==> config.mk <==
export PLATFORM = sky130hd
export DESIGN_NAME = fetch_op_queue
export DESIGN_NICKNAME = d
export VERILOG_FILES = /design/src/rtl/fetch_op_queue_pkg.sv /design/src/rtl/foq_storage.sv /design/src/rtl/fetch_op_queue.sv
export SDC_FILE = /design/constraint.sdc
export NUM_CORES = 1
export LEC_CHECK = 0
export BUFFER_PORTS_ARGS = -buffer_cell sky130_fd_sc_hd__clkbuf_2
export CAP_MARGIN = 20
export CORE_ASPECT_RATIO = 0.9
export CORE_MARGIN = 2
export CORE_UTILIZATION = 50
export CTS_BUF_LIST = sky130_fd_sc_hd__clkbuf_4
export DETAILED_ROUTE_END_ITERATION = 8
export PLACE_DENSITY_LB_ADDON = 0.12
export SETUP_SLACK_MARGIN = 0.4
export SLEW_MARGIN = 0
export SYNTH_ARGS = -nofsm -noshare
export SYNTH_HDL_FRONTEND = slang
export SYNTH_SLANG_ARGS = --single-unit
==> constraint.sdc <==
create_clock -name clk_in -period 14.9 [get_ports clk_in]
set_input_delay 1.49 -clock clk_in [delete_from_list [all_inputs] [get_ports clk_in]]
set_output_delay 1.49 -clock clk_in [all_outputs]
set_load 0.01 [all_outputs]
==> src/rtl/fetch_op_queue_pkg.sv <==
// Shared definitions for the fetch-to-issue operation queue: depth default,
// op encodings and the packed entry layout that sets the storage width.
package fetch_op_queue_pkg;

    localparam int unsigned FOQ_DEPTH = 8;

    typedef enum logic [4:0] {
        OpLui    = 5'd0,
        OpAuipc  = 5'd1,
        OpJal    = 5'd2,
        OpJalr   = 5'd3,
        OpBranch = 5'd4,
        OpLoad   = 5'd5,
        OpStore  = 5'd6,
        OpAlu    = 5'd7,
        OpAluImm = 5'd8
    } op_e;

    typedef struct packed {
        logic [31:0] pc;
        logic [4:0]  op;
        logic        branch;
        logic        ls;
        logic        use_imm;
        logic        jalr;
        logic [4:0]  rd;
        logic [4:0]  rs1;
        logic [4:0]  rs2;
        logic [31:0] imm;
        logic        pred_taken;
    } foq_entry_t;

    localparam int unsigned ENTRY_W = $bits(foq_entry_t);

endpackage

==> src/rtl/foq_storage.sv <==
// Entry array for the fetch op queue: one synchronous write port and one
// asynchronous read port. Contents are deliberately not reset.
module foq_storage #(
    parameter int unsigned DEPTH = 8,
    parameter int unsigned WIDTH = 32
) (
    input  logic                     clk_in,
    input  logic                     wr_en,
    input  logic [$clog2(DEPTH)-1:0] wr_addr,
    input  logic [WIDTH-1:0]         wr_data,
    input  logic [$clog2(DEPTH)-1:0] rd_addr,
    output logic [WIDTH-1:0]         rd_data
);

    logic [WIDTH-1:0] mem [DEPTH];

    always_ff @(posedge clk_in) begin
        if (wr_en) begin
            mem[wr_addr] <= wr_data;
        end
    end

    assign rd_data = mem[rd_addr];

endmodule

==> src/rtl/fetch_op_queue.sv <==
// Circular queue of decoded instructions between fetch and issue, with
// back-pressure, global stall (rdy_in) and misprediction flush.
module fetch_op_queue
    import fetch_op_queue_pkg::*;
#(
    parameter int unsigned DEPTH = FOQ_DEPTH
) (
    input  logic        clk_in,
    input  logic        rst_in,
    input  logic        rdy_in,
    input  logic        in_valid,
    input  logic [31:0] in_pc,
    input  logic [4:0]  in_op,
    input  logic        in_branch,
    input  logic        in_ls,
    input  logic        in_use_imm,
    input  logic        in_jalr,
    input  logic [4:0]  in_rd,
    input  logic [4:0]  in_rs1,
    input  logic [4:0]  in_rs2,
    input  logic [31:0] in_imm,
    input  logic        in_pred_taken,
    input  logic        predict_fail,
    output logic        foq_full,
    output logic        out_valid,
    input  logic        out_ready,
    output logic [31:0] out_pc,
    output logic [4:0]  out_op,
    output logic        out_branch,
    output logic        out_ls,
    output logic        out_use_imm,
    output logic [4:0]  out_rd,
    output logic [4:0]  out_rs1,
    output logic [4:0]  out_rs2,
    output logic [31:0] out_imm,
    output logic        out_jalr,
    output logic        out_pred_taken
);

    localparam int unsigned PW = $clog2(DEPTH);
    localparam int unsigned CW = PW + 1;

    logic [PW-1:0] head_q, tail_q;
    logic [CW-1:0] count_q;
    logic          push, pop;
    foq_entry_t    wr_entry, rd_entry;

    // Full comes from the registered count only, so a same-cycle pop never frees a slot early.
    assign foq_full  = (count_q == CW'(DEPTH));
    assign out_valid = (count_q != '0);

    assign push = rdy_in & in_valid & ~foq_full & ~predict_fail;
    assign pop  = rdy_in & out_valid & out_ready & ~predict_fail;

    always_ff @(posedge clk_in or negedge rst_in) begin
        if (!rst_in) begin
            head_q  <= '0;
            tail_q  <= '0;
            count_q <= '0;
        end else if (rdy_in) begin
            if (predict_fail) begin
                head_q  <= '0;
                tail_q  <= '0;
                count_q <= '0;
            end else begin
                if (push) tail_q <= tail_q + PW'(1);
                if (pop)  head_q <= head_q + PW'(1);
                if (push && !pop) begin
                    count_q <= count_q + CW'(1);
                end else if (pop && !push) begin
                    count_q <= count_q - CW'(1);
                end
            end
        end
    end

    assign wr_entry = '{
        pc:         in_pc,
        op:         in_op,
        branch:     in_branch,
        ls:         in_ls,
        use_imm:    in_use_imm,
        jalr:       in_jalr,
        rd:         in_rd,
        rs1:        in_rs1,
        rs2:        in_rs2,
        imm:        in_imm,
        pred_taken: in_pred_taken
    };

    foq_storage #(
        .DEPTH(DEPTH),
        .WIDTH(ENTRY_W)
    ) u_storage (
        .clk_in (clk_in),
        .wr_en  (push),
        .wr_addr(tail_q),
        .wr_data(wr_entry),
        .rd_addr(head_q),
        .rd_data(rd_entry)
    );

    assign out_pc         = rd_entry.pc;
    assign out_op         = rd_entry.op;
    assign out_branch     = rd_entry.branch;
    assign out_ls         = rd_entry.ls;
    assign out_use_imm    = rd_entry.use_imm;
    assign out_jalr       = rd_entry.jalr;
    assign out_rd         = rd_entry.rd;
    assign out_rs1        = rd_entry.rs1;
    assign out_rs2        = rd_entry.rs2;
    assign out_imm        = rd_entry.imm;
    assign out_pred_taken = rd_entry.pred_taken;

endmodule
==> impl_metrics.py <==
metrics = {
    "outcome": {
        "run_status": "finished, final reports clean",
    },
    "setup_path": {
        "worst_r2r_endpoint": "u_storage.mem[2][48]$_DFFE_PP_",
        "crit_path_end_kind": "output port",
        "crit_type": "register to output port",
        "startpoint_type": "register",
        "r2r_setup_slack_ns": 11.67,
        "r2r_start": "count_q[3]$_DFFE_PN0P_",
        "worst_ep_arrival_time_ns": 4.41,
        "required_ns": 13.41,
        "r2r_cells": 6,
        "path_max_fanout": 38,
    },
    "sta": {
        "setup_viol": 0,
        "fin_crit_sh_pct": 39.6,
        "whs_ns": 0.404,
        "relSlewSlack_pct": 30.8,
        "min_period_ns": 5.90,
        "clock_skew_ns": 0.0284,
        "fmax_mhz": 170,
        "rsz0062_at_grt": "no",
        "slew_violations": 0,
        "finalSetupTns_ns": 0,
        "worst_pin_slew_ns": 1.04,
        "finalHoldViolations": 0,
    },
    "die": {
        "rows": 81,
        "ioPinCount": 186,
        "die_h_um": 226,
        "core-area_um2": 54200,
        "initial_core_util_pct": 50.5,
        "die_area_um2": 56600,
        "die_width_um": 251,
    },
    "cts": {
        "cts_tree": "built",
        "clockBufferDepth": 3,
        "clk_pin_slew_ns": 0.06,
        "cts-resized-gates": 0,
        "cts_hold_buf": 0,
        "post_cts_buffers": 0,
        "insertion_delay_ns": 0.95,
        "cts_buffers": 178,
        "clkSinkCount": 722,
        "cts-root-buf": "clkbuf_4",
        "cts_max_level": 4,
    },
    "cells_and_area": {
        "fin_nets": 1546,
        "final_cells": 2259,
        "utilization_pct": 57.8,
        "drive_above_1_share_pct": 48.8,
        "synthToLayoutAreaGrowth_pct": 14.6,
        "num-fill-cells": 4072,
    },
    "grt": {
        "first_global_vias": 13600,
        "gr-usage-all-layers_pct": 19.9,
        "antenna_found_initial": 6,
        "grt-ovfl-total": 0,
        "grt_max_degree": 90,
        "grt_pass1_wl_um": 82000,
    },
    "power_and_ir_drop": {
        "peakVddDrop_v": 0.0000865,
        "p_leak_nw": 10.3,
        "powerDensity_nw_per_um2": 166,
        "power_w": 0.00519,
    },
    "yosys": {
        "syn_area_um2": 27400,
        "synth_top_area_share_pct": 78.2,
        "synthArstFlopShare_pct": 1.39,
        "yosys_warnings": 0,
        "yosysTopAreaCell": "edfxtp_1",
        "synthCells": 1114,
        "synth_seq_cells": 722,
        "ys_types": 36,
        "synthesis.nets": 1214,
        "synth_edf_count": 712,
        "avgSynthCellArea_um2": 24.6,
        "synthFlopType": "edfxtp_1",
        "synth-seq-area-share_pct": 79.1,
        "synth.area.top_cells": "edfxtp_1 78%, mux4_2 15%, mux2_2 3.7%, dfrtp_1 0.91%, clkbuf_1 0.40%",
    },
    "detailed_routing": {
        "via_per_inst": 5.58,
        "drc": 0,
        "wl_per_cell_um": 24.0,
        "dr.first_iter.drc_count": 810,
        "wl_um": 54100,
        "via_count": 12600,
        "ant_nets": 0,
        "first_pass_iters": 5,
    },
    "run": {
        "cap_viol_max_count": 0,
    },
    "hold_path": {
        "worst_hold_path_type": "input pin to asynchronous set/reset pin",
    },
    "place": {
        "gp_congestion": 0.714,
        "placed_cells": 1970,
        "port_buffers": 185,
        "dp_hpwl_um": 26600,
    },
}
[layer usage]
metal / track usage, % / vias up / wire length, um
met2: 32.8 / 377 / 27400
met4: 8.52 / 8 / 1070
met3: 5.53 / 85 / 3450
li1: - / 5534 / -
met1: 25.1 / 6607 / 22200
met5: 0 / - / 54
[area by class of cell]
cell class / instances / area, um2 / area share [%]
inverters: 7 / 26.3 / 0.0838
clock buffers: 252 / 1890 / 6.03
diodes: 4 / 10.0 / 0.0319
flip-flops and latches: 722 / 21600 / 69.0
repair buffers: 208 / 1120 / 3.58
multi-input cells: 329 / 5520 / 17.6
clock inverters: 32 / 259 / 0.826
well taps: 705 / 882 / 2.81
[worst max-delay path, cell delays in order (launching register included)]
cell	delay, ns
dfrtp_4	0.77
buf_12	0.30
buf_4	0.57
buf_4	0.72
mux4_2	0.58
mux2_2	0.29
clkbuf_2	0.13
[where the power goes]
| part | switching [W] | internal, W | total [W] |
|---|---|---|---|
| Sequential | 0.0000884 | 0.00230 | 0.00239 |
| Clock | 0.000723 | 0.000852 | 0.00157 |
| Combinational | 0.000575 | 0.000651 | 0.00123 |
| Total | 0.00139 | 0.00380 | 0.00519 |
[synthesized netlist by cell type (3+ instances only)]
cell and n:
mux2_2 90, nor2_1 4, a21oi_1 4, dfrtp_1 10, ha_1 4, inv_1 7, a22o_1 4, clkbuf_1 29
xnor2_1 3, mux2i_1 3, nand2_1 4, mux4_2 178, nor3_1 6, buf_1 13, edfxtp_1 712, buf_2 14
nand3_1 4
[state kept, by name, indices dropped and copies added (netlist names)]
| signal | count |
|---|---|
| count_q | 4 |
| head_q | 3 |
| tail_q | 3 |
| u_storage.mem | 712 |
[worst max-delay path by stage]
| stage | startpoint | endpoint | cells past startpoint |
|---|---|---|---|
| 2_1_floorplan | rdy_in | u_storage.mem[0][0]$_DFFE_PP_ | 3 |
| 3_3_place_gp | head_q[0]$_DFFE_PN0P_ | out_imm[12] | 5 |
| 3_5_place_dp | head_q[0]$_DFFE_PN0P_ | out_imm[12] | 5 |
| 4_1_cts | head_q[0]$_DFFE_PN0P_ | out_imm[12] | 5 |
| 5_1_grt | head_q[0]$_DFFE_PN0P_ | out_imm[16] | 6 |
| 6_report | head_q[0]$_DFFE_PN0P_ | out_imm[12] | 6 |
[metrics by stage]
stage / instance area [um2] / worst slack (ns)
after floorplan: 27400 / 3.14
after global placement: 29200 / 9.68
after detailed placement: 29200 / 9.67
after CTS: 31300 / 8.57
after global routing: 31400 / 8.55
final: 31400 / 9.00
[cell usage in the layout (no fill, tap or decap), types with 3 or more instances in the layout]
cell type  instances
nand2_1            4
diode_2            4
clkinv_2           3
buf_4             21
clkbuf_2         185
bufinv_16          5
a21oi_1            4
mux2_2            90
clkbuf_4         252
inv_1              7
ha_1               4
nand3_1            4
nor3_1             3
clkinv_1          19
a22o_1             4
dfrtp_4            3
xnor2_1            3
edfxtp_1         712
nor3_2             3
inv_2              4
mux2i_1            3
mux4_2           178
dfrtp_1            7
[cell families (layout without fill, tap and decap cells)]
logic type	after synthesis	count (layout)	share of synthesized area (%)
other	0	4	0
AO/OA/AOI/OAI	16	16	0.453
buffers and inverters	63	499	0.928
flip-flops	722	722	79.1
adder cells (fa/ha/maj)	5	5	0.256
multiplexers	271	271	18.5
AND/OR/NAND/NOR	32	32	0.668
XOR/XNOR	5	5	0.160
(Power assumes the default switching activity.)
